--- config.mk ---
export PLATFORM = sky130hd
export DESIGN_NAME = fuzz_program_loader
export DESIGN_NICKNAME = d
export VERILOG_FILES = /design/src/rtl/fuzz_program_loader_pkg.sv /design/src/rtl/fuzz_word_assembler.sv /design/src/rtl/fuzz_program_loader.sv
export SDC_FILE = /design/constraint.sdc
export NUM_CORES = 1
export LEC_CHECK = 0
export ABC_CLOCK_PERIOD_IN_PS = 1860
export BUFFER_PORTS_ARGS = -buffer_cell sky130_fd_sc_hd__clkbuf_2
export CAP_MARGIN = 5
export CORE_UTILIZATION = 50
export DETAILED_ROUTE_END_ITERATION = 6
export GPL_TIMING_DRIVEN = 0
export PLACE_DENSITY = 0.73
export SYNTH_ARGS = -nofsm -noshare
export SYNTH_HDL_FRONTEND = slang
export SYNTH_SLANG_ARGS = --single-unit
--- constraint.sdc ---
create_clock -name clk -period 1.86 [get_ports clk]
set_input_delay 0.372 -clock clk [delete_from_list [all_inputs] [get_ports clk]]
set_output_delay 0.372 -clock clk [all_outputs]
set_load 0.005 [all_outputs]
--- src/rtl/fuzz_program_loader_pkg.sv ---
// Shared definitions for the fuzz harness program loader: opcodes,
// load status codes and loader state encoding.
package fuzz_program_loader_pkg;

    localparam int BYTE_W = 8;
    localparam int WORD_W = 32;

    // Fuzz ISA opcodes (bits [31:24] of an instruction word)
    localparam logic [BYTE_W-1:0] OP_PNEW     = 8'h00;
    localparam logic [BYTE_W-1:0] OP_XOR_LOAD = 8'h0A;
    localparam logic [BYTE_W-1:0] OP_XOR_ADD  = 8'h0B;
    localparam logic [BYTE_W-1:0] OP_XOR_SWAP = 8'h0C;
    localparam logic [BYTE_W-1:0] OP_EMIT     = 8'h0E;
    localparam logic [BYTE_W-1:0] OP_HALT     = 8'hFF;

    typedef enum logic [1:0] {
        ERR_NONE     = 2'd0,
        ERR_PARTIAL  = 2'd1,
        ERR_OVERFLOW = 2'd2
    } load_err_e;

    typedef enum logic [1:0] {
        ST_IDLE  = 2'd0,
        ST_CLEAR = 2'd1,
        ST_LOAD  = 2'd2,
        ST_DONE  = 2'd3
    } load_state_e;

    function automatic logic is_halt(input logic [WORD_W-1:0] w);
        return w[WORD_W-1 -: BYTE_W] == OP_HALT;
    endfunction

endpackage

--- src/rtl/fuzz_word_assembler.sv ---
// Packs accepted stream bytes into 32-bit big-endian words. word_vld_o is a
// combinational pulse in the cycle the fourth byte is accepted, so the
// caller can register the memory write on that same edge.
module fuzz_word_assembler (
    input  logic        clk,
    input  logic        rst_n,
    input  logic        clr_i,
    input  logic        byte_vld_i,
    input  logic [7:0]  byte_i,
    output logic [31:0] word_o,
    output logic        word_vld_o
);
    import fuzz_program_loader_pkg::*;

    logic [1:0]                cnt_q, cnt_d;
    logic [WORD_W-BYTE_W-1:0]  sh_q,  sh_d;

    // Next-state: count bytes 0..3 and shift MSB first; clr discards any partial word
    always_comb begin
        cnt_d = cnt_q;
        sh_d  = sh_q;
        if (clr_i) begin
            cnt_d = '0;
            sh_d  = '0;
        end else if (byte_vld_i) begin
            cnt_d = cnt_q + 2'd1;
            sh_d  = {sh_q[WORD_W-2*BYTE_W-1:0], byte_i};
        end
    end

    // Byte counter and shift register
    always_ff @(posedge clk) begin
        if (!rst_n) begin
            cnt_q <= '0;
            sh_q  <= '0;
        end else begin
            cnt_q <= cnt_d;
            sh_q  <= sh_d;
        end
    end

    assign word_o     = {sh_q, byte_i};
    assign word_vld_o = byte_vld_i && (cnt_q == 2'd3);

endmodule

--- src/rtl/fuzz_program_loader.sv ---
// Writer side of the fuzz instruction memory: zero-fills the memory, then
// writes host-streamed words from address 0 until HALT, end of stream or full.
module fuzz_program_loader #(
    parameter int MAX_INSTRUCTIONS = 256,
    parameter int ADDR_W           = 8
) (
    input  logic              clk,
    input  logic              rst_n,
    input  logic              start_i,
    input  logic              in_valid_i,
    input  logic [7:0]        in_data_i,
    input  logic              in_last_i,
    output logic              in_ready_o,
    output logic              mem_we_o,
    output logic [ADDR_W-1:0] mem_addr_o,
    output logic [31:0]       mem_wdata_o,
    output logic              busy_o,
    output logic              done_o,
    output logic              halt_seen_o,
    output logic [1:0]        error_o,
    output logic [ADDR_W:0]   program_length_o,
    output logic [ADDR_W:0]   words_loaded_o
);
    import fuzz_program_loader_pkg::*;

    localparam logic [ADDR_W-1:0] LAST_ADDR = ADDR_W'(MAX_INSTRUCTIONS - 1);
    localparam logic [ADDR_W-1:0] ADDR_ONE  = {{(ADDR_W-1){1'b0}}, 1'b1};
    localparam logic [ADDR_W:0]   CNT_ONE   = {{ADDR_W{1'b0}}, 1'b1};

    load_state_e         state_q,  state_d;
    logic                fin_q,    fin_d;
    logic [ADDR_W-1:0]   wr_ptr_q, wr_ptr_d;
    logic                we_q,     we_d;
    logic [ADDR_W-1:0]   addr_q,   addr_d;
    logic [WORD_W-1:0]   wdata_q,  wdata_d;
    logic                busy_q,   busy_d;
    logic                done_q,   done_d;
    logic                halt_q,   halt_d;
    load_err_e           err_q,    err_d;
    logic [ADDR_W:0]     plen_q,   plen_d;
    logic [ADDR_W:0]     wl_q,     wl_d;

    logic                accept;
    logic                go;
    logic [WORD_W-1:0]   word;
    logic                word_vld;

    // fin_q marks the write cycle of the final word: the FSM is still in LOAD
    // but no further byte may be taken (bytes after HALT must stay unaccepted).
    assign in_ready_o = (state_q == ST_LOAD) && !fin_q;
    assign accept     = in_valid_i && in_ready_o;
    assign go         = start_i && (state_q == ST_IDLE || state_q == ST_DONE);

    fuzz_word_assembler u_asm (
        .clk        (clk),
        .rst_n      (rst_n),
        .clr_i      (state_q != ST_LOAD),
        .byte_vld_i (accept),
        .byte_i     (in_data_i),
        .word_o     (word),
        .word_vld_o (word_vld)
    );

    // Next-state and registered-output decode for the load FSM
    always_comb begin
        state_d  = state_q;
        fin_d    = fin_q;
        wr_ptr_d = wr_ptr_q;
        we_d     = 1'b0;
        addr_d   = addr_q;
        wdata_d  = wdata_q;
        halt_d   = halt_q;
        err_d    = err_q;
        plen_d   = plen_q;
        wl_d     = wl_q;

        case (state_q)
            ST_IDLE: begin
                fin_d    = 1'b0;
                wr_ptr_d = '0;
                halt_d   = 1'b0;
                err_d    = ERR_NONE;
                plen_d   = '0;
                wl_d     = '0;
            end
            ST_CLEAR: begin
                wdata_d = '0;
                if (addr_q == LAST_ADDR) begin
                    state_d = ST_LOAD;
                end else begin
                    we_d   = 1'b1;
                    addr_d = addr_q + ADDR_ONE;
                end
            end
            ST_LOAD: begin
                if (fin_q) begin
                    state_d = ST_DONE;
                end else if (word_vld) begin
                    we_d     = 1'b1;
                    addr_d   = wr_ptr_q;
                    wdata_d  = word;
                    wr_ptr_d = wr_ptr_q + ADDR_ONE;
                    wl_d     = wl_q + CNT_ONE;
                    if (word != '0) plen_d = {1'b0, wr_ptr_q} + CNT_ONE;
                    if (is_halt(word)) begin
                        halt_d = 1'b1;
                        fin_d  = 1'b1;
                        err_d  = ERR_NONE;
                    end else if (in_last_i) begin
                        fin_d  = 1'b1;
                    end else if (wr_ptr_q == LAST_ADDR) begin
                        fin_d  = 1'b1;
                        err_d  = ERR_OVERFLOW;
                    end
                end else if (accept && in_last_i) begin
                    err_d   = ERR_PARTIAL;
                    state_d = ST_DONE;
                end
            end
            default: ;
        endcase

        // A new load restarts the zero-fill at address 0 and wipes the status
        if (go) begin
            state_d  = ST_CLEAR;
            we_d     = 1'b1;
            addr_d   = '0;
            wdata_d  = '0;
            fin_d    = 1'b0;
            wr_ptr_d = '0;
            halt_d   = 1'b0;
            err_d    = ERR_NONE;
            plen_d   = '0;
            wl_d     = '0;
        end

        busy_d = (state_d == ST_CLEAR) || (state_d == ST_LOAD);
        done_d = (state_d == ST_DONE);
    end

    // State, pointer and output registers
    always_ff @(posedge clk) begin
        if (!rst_n) begin
            state_q  <= ST_IDLE;
            fin_q    <= 1'b0;
            wr_ptr_q <= '0;
            we_q     <= 1'b0;
            addr_q   <= '0;
            wdata_q  <= '0;
            busy_q   <= 1'b0;
            done_q   <= 1'b0;
            halt_q   <= 1'b0;
            err_q    <= ERR_NONE;
            plen_q   <= '0;
            wl_q     <= '0;
        end else begin
            state_q  <= state_d;
            fin_q    <= fin_d;
            wr_ptr_q <= wr_ptr_d;
            we_q     <= we_d;
            addr_q   <= addr_d;
            wdata_q  <= wdata_d;
            busy_q   <= busy_d;
            done_q   <= done_d;
            halt_q   <= halt_d;
            err_q    <= err_d;
            plen_q   <= plen_d;
            wl_q     <= wl_d;
        end
    end

    assign mem_we_o         = we_q;
    assign mem_addr_o       = addr_q;
    assign mem_wdata_o      = wdata_q;
    assign busy_o           = busy_q;
    assign done_o           = done_q;
    assign halt_seen_o      = halt_q;
    assign error_o          = err_q;
    assign program_length_o = plen_q;
    assign words_loaded_o   = wl_q;

endmodule

* Word level (Yosys, flattened, before mapping)
Index checks and enable logic that the tools add are counted.
** Storage, ports and cells
- Bits in registers :: 101
- Latch bits :: 0
- Memory bits (writable) :: 0
- Bits in read-only memories :: 0
- Input port bits :: 13
- Logic and storage cells :: 104
- Memories kept :: 0
** Cells by class
- Add/sub/neg operators :: 5
- $mul :: 0
- Div/mod/pow operators :: 0
- $lt $le $gt $ge :: 0
- Equality and inequality tests :: 19
- Shift-type cells :: 0
- Multiplexer cells :: 45
- Bitwise operators :: 1
- Reduce and logical (&&, ||, !) cells :: 20
** Operator list (count)
- 32-bit two-way mux :: 2
- 32-bit one-hot mux with 2 select lines :: 1
- 9-bit two-way mux :: 5
- 8-bit two-way mux :: 5
- 9-bit one-hot mux with 2 select lines :: 2
- 8-bit one-hot mux with 2 select lines :: 2
- 32-bit nonzero test :: 1
- 8-bit equality test, second input constant :: 3
- 2-bit two-way mux :: 11
- 8-bit by 1-bit adder with 8-bit output, second input constant :: 2
- 1-bit two-way mux :: 12
- 4-bit AND reduction :: 3
- 2-bit equality test, second input constant :: 5
- 8-bit by 1-bit adder with 9-bit output, second input constant :: 1
- 9-bit by 1-bit adder with 9-bit output, second input constant :: 1
- 4-bit != test, second input constant :: 2
- 2-bit one-hot mux with 2 select lines :: 2
- 2-bit by 1-bit != test with 1-bit output, second input constant :: 3
- 2-bit != test, second input constant :: 3
- 1-bit one-hot mux with 2 select lines :: 3
- 3-bit AND reduction :: 2
- 1-bit logical AND :: 5
- 5-bit AND reduction :: 1
- 2-bit by 1-bit equality test with 1-bit output, second input constant :: 2
- other kinds (8) :: 11

* Depth between registers and ports, before layout
Gate-level depths: netlist (run 1).
- Depth in word-level cells :: 11
- Depth in mapped cells :: 9

* Cells and area by module
Synthesis (run 1) repeated with hierarchy kept, for this count alone.
** Second synthesis, totals
- Cells, all modules :: 485
- Area total of the unflattened synthesis :: 4461.8 um2
** Modules (own cells, without submodules)
- fuzz_program_loader :: instances 1, cells an instance 390, area an instance 3414.5 um2, sequential area each 1501.4 um2
- fuzz_word_assembler :: instances 1, cells an instance 95, area an instance 1047.3 um2, sequential area each 520.5 um2

* Worst setup path before layout (run 1)
OpenSTA, ideal clock, no wires.
- Path type :: register to register
- Start :: register state_q[0]
- End :: register addr_q[3], in the netlist mem_addr_o[3]
- Library setup time :: 74 ps
- Data arrival time :: 1765 ps
- Data required time :: 1786 ps
- Path slack :: 21 ps
- Stages on the path, launching flop included :: 9
- Path buffers :: 1
- Clock period less this slack :: 1839 ps
- Cell sequence :: dfxtp_1 -> inv_1 -> ha_1 -> and4b_1 -> buf_4 -> a21oi_4 -> a21o_1 -> or4_1 -> a31oi_1
** Between the ends
- Longest elaborated chain between the ends :: 6
- Elaborated cells between the ends (all ways) :: 16
- Those cells by class :: eq/ne: 6; mux: 1; reduce/logical: 9
** RTL lines
- start, declared :: line fuzz_program_loader.sv:30 : load_state_e state_q, state_d;
- start signal, assigned :: line fuzz_program_loader.sv:157 : state_q <= state_d;
- 2-bit equality test :: line fuzz_program_loader.sv:50, fuzz_program_loader.sv:77
- 1-bit logical AND :: line fuzz_program_loader.sv:50 : assign in_ready_o = (state_q == ST_LOAD) && !fin_q;
- 1-bit logical AND :: line fuzz_program_loader.sv:51 : assign accept = in_valid_i && in_ready_o;
- 1-bit logical AND :: line fuzz_word_assembler.sv:43 : assign word_vld_o = byte_vld_i && (cnt_q == 2'd3);
- 2-bit by 1-bit != test with 1-bit output (no source line)
- 4-bit AND reduction (no source line)
- end signal, assigned :: line fuzz_program_loader.sv:161 : addr_q <= addr_d;
- end, declared :: line fuzz_program_loader.sv:34 : logic [ADDR_W-1:0] addr_q, addr_d;
Parallel ways exist; a longest one is shown, timed or not.
A chain may end at the register's enable or synchronous reset.

* Worst setup path after layout (run 1)
- Start :: register state_q[0]
- End :: register addr_q[5], in the netlist mem_addr_o[5]
The elaborated chain is that of the path after synthesis.

==> run_results.csv, run 1 <==
group,metric,value,unit
global_route,globalRoute.totalOverflow,0,
synthesis,syn_area,0.004163,sq mm
timing,max_freq,542.3,MHz
timing,rsz0062_at_grt,"true",
global_route,grt_use_total,0.2740,
critical_path,cp_max_fo,6,
placed_design,dpl_cell_area,0.004676,sq mm
timing,worst_slew_pin_slew,477.9,ps
clock_tree,hold_buffers,0,
critical_path,crit_cells,8,
global_route,grt_first_pass_wirelength,18750,um
power,intPower,2.820,mW
finish,drive_above_1_share,0.2554,
global_route,antenna_found_initial,0,
route,final_antenna_net_count,0,
critical_path,path_cells,"inv_4, ha_4, and4b_1, buf_6, a21oi_4, a21o_1, or4_1, a31oi_1",
timing,min_period,1844,ps
timing,fin_setup_tns,0,ps
clock_tree,h-tree-depth,3,
die,rows,32,
critical_path,required,2170,ps
finish,register_area,0.002036,sq mm
power,p_switching,1.092,mW
global_route,grt_pass1_vias,3784,
die,coreArea,0.007888,sq mm
finish,areaGrowthSynthToFinish,24.68,%
synthesis,synth_top_area_cell,"dfxtp_1",
global_route,grt_util_met2,0.4442,
synthesis,yosys_warnings,0,
synthesis,ys_types,48,
synthesis,synth-seq-cells,101,
clock_tree,numClockSinks,101,
clock_tree,cts_tree,"built",
die,die_h,93.25,um
critical_path,crit_path_end_kind,"flip-flop",
synthesis,async_reset_ff_frac,0,
timing,hold_viol,0,
timing,setup_violations,0,
critical_path,arrival,2150,ps
critical_path,cp-start-kind,"flip-flop",
die,io_pins,78,
synthesis,synth_enable_flop_cells,0,
critical_path,critPathTopFamily,"simple AND/OR/NAND/NOR gates",
power,combPwrFrac,0.069,
worst_hold_path,hold_depth,3,
critical_path,crit_buf_inv,2,
global_route,grt_max_degree,22,
finish,fin_util,0.6580,
run_status,status,"finished clean",
power,ir_drop,0.0005919,V
die,fp.dieArea,0.008695,sq mm
clock_tree,worstSkewPairLatency,380,ps
placed_design,gp_congestion,0.8581,
timing,finalClockSkew,6.788,ps
route,vias_per_cell,5.735,
global_route,top_usage_layer,"met2",
critical_path,critPathKind,"flip-flop to flip-flop",
route,drc_errors,0,
route,wl,11380,um
clock_tree,ctsLongestPathBuffers,2,
finish,layout.nets,623,
global_route,grt_use_met1,0.3717,
synthesis,synth_fp_nets,522,
finish,final_cells,709,
synthesis,synth_ff_type,"dfxtp_1",
placed_design,io_buffers,77,
power,p_leak,1.933,nW
finish,n_fill_cell,684,
synthesis,avgSynthCellArea,8.309,sq um
clock_tree,clk_pin_slew,110,ps
power,p_seq_frac,0.558,
power,p_total,3.912,mW
finish,stdcell_area,0.005190,sq mm
die,die_x,93.25,um
route,wl_per_cell,16.06,um
clock_tree,cts_buffers,9,
clock_tree,cts-root-buf,"clkbuf_8",
placed_design,dp_hpwl,7891,um
route,vias,4066,
finish,multi_input_area,0.002107,sq mm
synthesis,ys_seq_area_frac,0.4857,
power,p_per_area,753.8,mW/mm^2
timing,period_share,0.9914,
critical_path,worstRegToRegCells,8,
timing,slew_violations,0,
global_route,grt_use_met3,0.04715,
synthesis,synth.area.top_cells,"dfxtp_1 49%, nand2_1 8.1%, a22oi_1 5.8%, nor2_1 5.3%, a21oi_1 5.2%",
power,p_sw_frac,0.2792,
synthesis,netlist_instances,501,
finish,antennaDiodeCount,0,
synthesis,synthDominantCellAreaShare,0.4857,
route,drt_iter0_drc,248,
worst_hold_path,holdCritPathClass,"input pin to flip-flop",
critical_path,slowest_stage,"or4_1",
job,cap_violations,0,
die,start_util,0.5278,
timing,slew-limit-headroom,0.6814,
route,first_pass_iters,5,
placed_design,dp.cells,680,
critical_path,max_stage_delay,400,ps
power,clkPwrFrac,0.373,
==> stage by stage <==
stage / setup slack, ps / hold WS (ps)
floorplan: 20.52 / 440.0
global placement: -356.9 / 446.2
global route: -62.41 / 270.2
detailed placement: -422.4 / 452.5
finish: 15.93 / 262.6
CTS: 4.938 / 254.8
==> placed cells by master, fill, tap and decap left out, types with 3 or more instances in the layout <==
| master | Yosys | routed |
|---|---|---|
| a21oi_1 | 43 | 43 |
| a22oi_1 | 32 | 30 |
| a31oi_1 | 8 | 8 |
| and2_1 | 7 | 6 |
| and3_1 | 7 | 7 |
| buf_4 | 1 | 15 |
| buf_6 | 0 | 4 |
| clkbuf_1 | 23 | 7 |
| clkbuf_2 | 0 | 84 |
| clkbuf_4 | 0 | 4 |
| clkbuf_8 | 0 | 9 |
| dfxtp_1 | 101 | 96 |
| dfxtp_4 | 0 | 3 |
| ha_1 | 8 | 5 |
| ha_4 | 0 | 3 |
| inv_1 | 6 | 4 |
| inv_8 | 0 | 3 |
| nand2_1 | 90 | 87 |
| nand2_2 | 0 | 3 |
| nand3_1 | 27 | 27 |
| nand4_1 | 8 | 8 |
| nor2_1 | 59 | 58 |
| nor3_1 | 4 | 3 |
| nor4_1 | 7 | 4 |
| nor4_2 | 0 | 3 |
| o21ai_0 | 11 | 8 |
| o21ai_1 | 8 | 11 |
| or3_1 | 3 | 3 |
| xor2_1 | 11 | 11 |
==> power groups by stage <==
| stage | logic (mW) | registers, mW | clock network, mW |
|---|---|---|---|
| after floorplan | 0.127 | 2.23 | 0 |
| after global placement | 0.205 | 2.23 | 0 |
| after detailed placement | 0.208 | 2.23 | 0 |
| after CTS | 0.245 | 2.18 | 1.47 |
| after global routing | 0.293 | 2.18 | 1.56 |
| final | 0.271 | 2.18 | 1.46 |
==> sequential cells by signal, indices dropped and copies added, names as in the netlist <==
name,flops
busy_o,1
mem_we_o,1
u_asm.cnt_q,2
words_loaded_o,9
program_length_o,9
mem_wdata_o,32
error_o,2
state_q,2
wr_ptr_q,8
halt_seen_o,1
mem_addr_o,8
fin_q,1
done_o,1
u_asm.sh_q,24
==> layout make-up <==
| type | instances | area share |
|---|---|---|
| well taps | 102 | 0.02459 |
| repair buffers | 90 | 0.09788 |
| clock inverters | 7 | 0.01615 |
| flip-flops and latches | 101 | 0.3922 |
| inverters | 7 | 0.005545 |
| plain buffers | 28 | 0.03375 |
| multi-input cells | 365 | 0.4060 |
| clock buffers | 9 | 0.02387 |
==> final timing paths <==
kind,startpoint,to,slack [ps]
setup / recovery,state_q[0],mem_addr_o[5],20
hold / removal,in_data_i[1],u_asm.sh_q[1],260
setup reg to reg,state_q[0],mem_addr_o[5],20
hold reg to reg,program_length_o[4],program_length_o[4],460
==> worst min-delay path, cell delays in order <==
cell	delay, ps
clkbuf_2	110
nand2_1	60
a21oi_1	50
==> synthesized netlist by cell type (all sizes together), types with 3 or more instances <==
master / instances
nor4: 7
buf: 6
nor2: 59
a21oi: 45
nand2: 90
inv: 7
dfxtp: 101
nor3: 4
a31oi: 8
xor2: 11
and3: 7
o21ai: 19
or3: 3
nand3: 27
ha: 8
clkbuf: 23
a22oi: 32
nand4: 8
and2: 8
==> what timing repair did <==
| item | in CTS | in global routing |
|---|---|---|
| resized for setup | 44 | 32 |
| buffers inserted | 11 | 2 |
| cloned | 0 | 1 |
| pin swaps | 8 | 9 |
| setup endpoints to repair | 94 | 64 |
==> kinds of logic (layout without fill, tap and decap cells) <==
| kind of cell | count (synthesis) | after routing | share of synthesized area |
|---|---|---|---|
| simple gates | 222 | 223 | 0.2381 |
| flops | 101 | 101 | 0.4857 |
| mux | 2 | 2 | 0.004809 |
| xor+xnor | 12 | 12 | 0.02525 |
| fa+ha+maj | 8 | 8 | 0.02405 |
| buf+inv | 36 | 141 | 0.03456 |
| compound gates | 120 | 120 | 0.1876 |
==> metal layers <==
layer  vias up  share of wire
met5         -              0
met4         0          0.014
met3        19          0.062
met2       151           0.47
met1      1935           0.45
li1       1961              -
(Power assumes the default switching activity.)
==> inputs of run 2 (changes only) <==
--- a/config.mk
+++ b/config.mk
@@ -11,7 +11,9 @@
 export CORE_UTILIZATION = 50
 export DETAILED_ROUTE_END_ITERATION = 6
 export GPL_TIMING_DRIVEN = 0
-export PLACE_DENSITY = 0.73
+export PLACE_DENSITY = 0.72
+export RECOVER_POWER = 50
 export SYNTH_ARGS = -nofsm -noshare
 export SYNTH_HDL_FRONTEND = slang
+export SYNTH_HIERARCHICAL = 1
 export SYNTH_SLANG_ARGS = --single-unit
==> run 2 against run 1 <==
The run now ends with setup timing left. Combinational power rose by 98%. Sequential cell count did not move. Die area rose by 7.0%. Global-route usage fell by 1.3 points. Final cell count rose by 1.7%. Critical path depth rose by 1. Sequential power barely moved. Routed wire length rose by 10%. Critical path type unchanged.
==> run_results.csv, run 2 <==
group,metric,value,unit
run_status,status,"finished with violations",
run_status,violations,"setup timing",
power,p_seq_frac,0.543,
critical_path,slowest_stage,"or4_1",
power,p_total,4.039,mW
die,die_x,96.47,um
global_route,globalRoute.totalOverflow,0,
clock_tree,cts_buffers,9,
clock_tree,numClockSinks,101,
critical_path,crit_buf_inv,2,
placed_design,io_buffers,77,
die,rows,34,
timing,hold_viol,0,
timing,worst_slew_pin_slew,510.9,ps
clock_tree,cts-root-buf,"clkbuf_8",
synthesis,synthDominantCellAreaShare,0.4532,
clock_tree,worstSkewPairLatency,380,ps
critical_path,crit_path_end_kind,"flip-flop",
timing,slew_violations,0,
finish,areaGrowthSynthToFinish,37.41,%
finish,final_common_cell,"dfxtp_1",
placed_design,gp_congestion,0.8829,
critical_path,arrival,2400,ps
synthesis,yosys_warnings,6,
die,io_pins,78,
clock_tree,cts_tree,"built",
synthesis,async_reset_ff_frac,0,
clock_tree,h-tree-depth,3,
power,intPower,2.952,mW
power,p_sw_frac,0.2690,
synthesis,syn_area,0.004462,sq mm
finish,layout.nets,630,
route,final_antenna_net_count,0,
clock_tree,clk_pin_slew,100,ps
die,fp.dieArea,0.009306,sq mm
timing,slew-limit-headroom,0.6576,
die,die_h,96.47,um
die,coreArea,0.008678,sq mm
synthesis,synth-seq-cells,101,
global_route,antenna_found_initial,0,
global_route,grt_max_degree,17,
critical_path,path_cells,"inv_4, ha_4, and3b_2, and2_4, and3b_1, buf_6, a21oi_4, or4_1, a31oi_1",
timing,setup_violations,65,
route,drt_iter0_drc,138,
global_route,grt_first_pass_wirelength,18620,um
placed_design,dp_hpwl,8034,um
synthesis,synth_fp_nets,506,
timing,min_period,2091,ps
finish,drive_above_1_share,0.3866,
timing,period_share,1.124,
finish,largest_register_ffs,32,
finish,antennaDiodeCount,0,
power,p_switching,1.086,mW
synthesis,synth_enable_flop_cells,0,
critical_path,cp-start-kind,"flip-flop",
power,clkPwrFrac,0.324,
global_route,grt_use_total,0.2613,
synthesis,synth_top_area_cell,"dfxtp_1",
finish,fin_util,0.7065,
synthesis,synth_ff_type,"dfxtp_1",
timing,fin_hold_ws,253.4,ps
critical_path,critPathTopFamily,"simple AND/OR/NAND/NOR gates",
synthesis,synth.area.top_cells,"dfxtp_1 45%, mux2i_1 7.4%, nor2_1 6.6%, a22oi_1 5.4%, nand2_1 2.9%",
power,p_per_area,658.7,mW/mm^2
synthesis,avgSynthCellArea,9.200,sq um
synthesis,netlist_instances,485,
finish,mostFrequentLayoutCells,"99 x dfxtp_1, 76 x nor2_1, 53 x clkbuf_2",
critical_path,critPathKind,"flip-flop to flip-flop",
critical_path,required,2170,ps
synthesis,synth_most_common_cell,"dfxtp_1",
synthesis,netlist_top_cells_count,"101 x dfxtp_1, 79 x nor2_1, 35 x nand2_1",
worst_hold_path,holdCritPathClass,"input pin to flip-flop",
job,cap_violations,0,
route,drc_errors,0,
route,vias_per_cell,5.813,
route,wl,12520,um
synthesis,ys_types,56,
die,start_util,0.5141,
synthesis,ys_seq_area_frac,0.4532,
critical_path,max_stage_delay,530,ps
timing,rsz0062_at_grt,"true",
global_route,grt_pass1_vias,3811,
critical_path,cp_max_fo,7,
power,combPwrFrac,0.133,
power,p_leak,2.126,nW
route,vias,4191,
clock_tree,ctsLongestPathBuffers,2,
timing,max_freq,478.2,MHz
route,first_pass_iters,5,
timing,finalClockSkew,12.65,ps
power,ir_drop,0.0004035,V
route,wl_per_cell,17.37,um
clock_tree,hold_buffers,0,
timing,setup_ws,-231.0,ps
==> run 2: changes by cell type in the layout (fill, tap and decap cells not counted), moves of 18 or more <==
cell      before  now
a22oi_2        2   32
nand2_1       87   28
mux2i_1        2   33
a21oi_1       43    8
buf_4         15   33
nor2_1        58   76
a22oi_1       30    0
clkbuf_2      84   53
clkbuf_1       7   28
==> run 2: cell type report <==
type	count	area, sq um
multi-input combinational	339	2624
tap	108	135.1
clock inverter	5	35.03
buffer	33	324.1
inverter	8	40.04
clock buffer	10	137.6
fill	665	2547
sequential	101	2029
timing repair buffer	117	805.8
==> run 2: through the flow <==
step | TNS [ps] | std cells | setup WS [ps] | area, sq um
after floorplan | -20670 | 485 | -445.2 | 4586
after global placement | -42800 | 670 | -689.8 | 5106
after detailed placement | -43740 | 670 | -723.1 | 5106
after CTS | -8231 | 708 | -246.6 | 5689
after global routing | -11690 | 721 | -281.1 | 6131
final | -7940 | 721 | -231.0 | 6131
==> run 2: cells by family (layout without fill, tap and decap cells) <==
| kind of cell | after synthesis | in the layout | synth area share |
|---|---|---|---|
| flops | 101 | 101 | 0.4532 |
| xor+xnor | 8 | 8 | 0.01570 |
| buf+inv | 46 | 173 | 0.06169 |
| fa+ha+maj | 8 | 8 | 0.02243 |
| simple gates | 182 | 182 | 0.2042 |
| mux | 33 | 33 | 0.07403 |
| compound gates | 107 | 108 | 0.1688 |
==> run 2: path summary, 6_finish.rpt <==
kind | start | to | slack, ps | cells after the start
worst max-delay path | state_q[0] | mem_addr_o[0] | -230 | 9
worst min-delay path | in_data_i[2] | u_asm/sh_q[2] | 250 | 3
worst max register to register | state_q[0] | mem_addr_o[0] | -230 | 9
worst min register to register | program_length_o[8] | program_length_o[8] | 460 | 2
==> run 2: layer usage <==
metal	global-route usage	wire length, um	vias up
met4	0.09191	235	0
li1	-	-	1984
met2	0.4507	6403	146
met5	0	0	-
met3	0.04460	636	24
met1	0.3276	5246	2037
==> run 2: timing repair <==
| action | 4_1_cts | 5_1_grt |
|---|---|---|
| setup endpoints to repair | 76 | 84 |
| gates resized for setup | 52 | 83 |
| cloned | 3 | 3 |
| buffers inserted | 23 | 12 |
| pin swaps | 22 | 35 |
==> run 2: worst register-to-register path, stage by stage (launching register included) <==
cell,delay (ps)
dfxtp_4,370
inv_4,60
ha_4,140
and3b_2,220
and2_4,170
and3b_1,170
buf_6,170
a21oi_4,50
or4_1,530
a31oi_1,160
==> run 2: power by group through the flow <==
stage	combinational (mW)	clock (mW)	sequential, mW
after CTS	0.457	1.30	2.20
after global placement	0.298	0	2.25
after global routing	0.570	1.39	2.20
after detailed placement	0.302	0	2.25
after floorplan	0.206	0	2.24
final	0.537	1.31	2.19
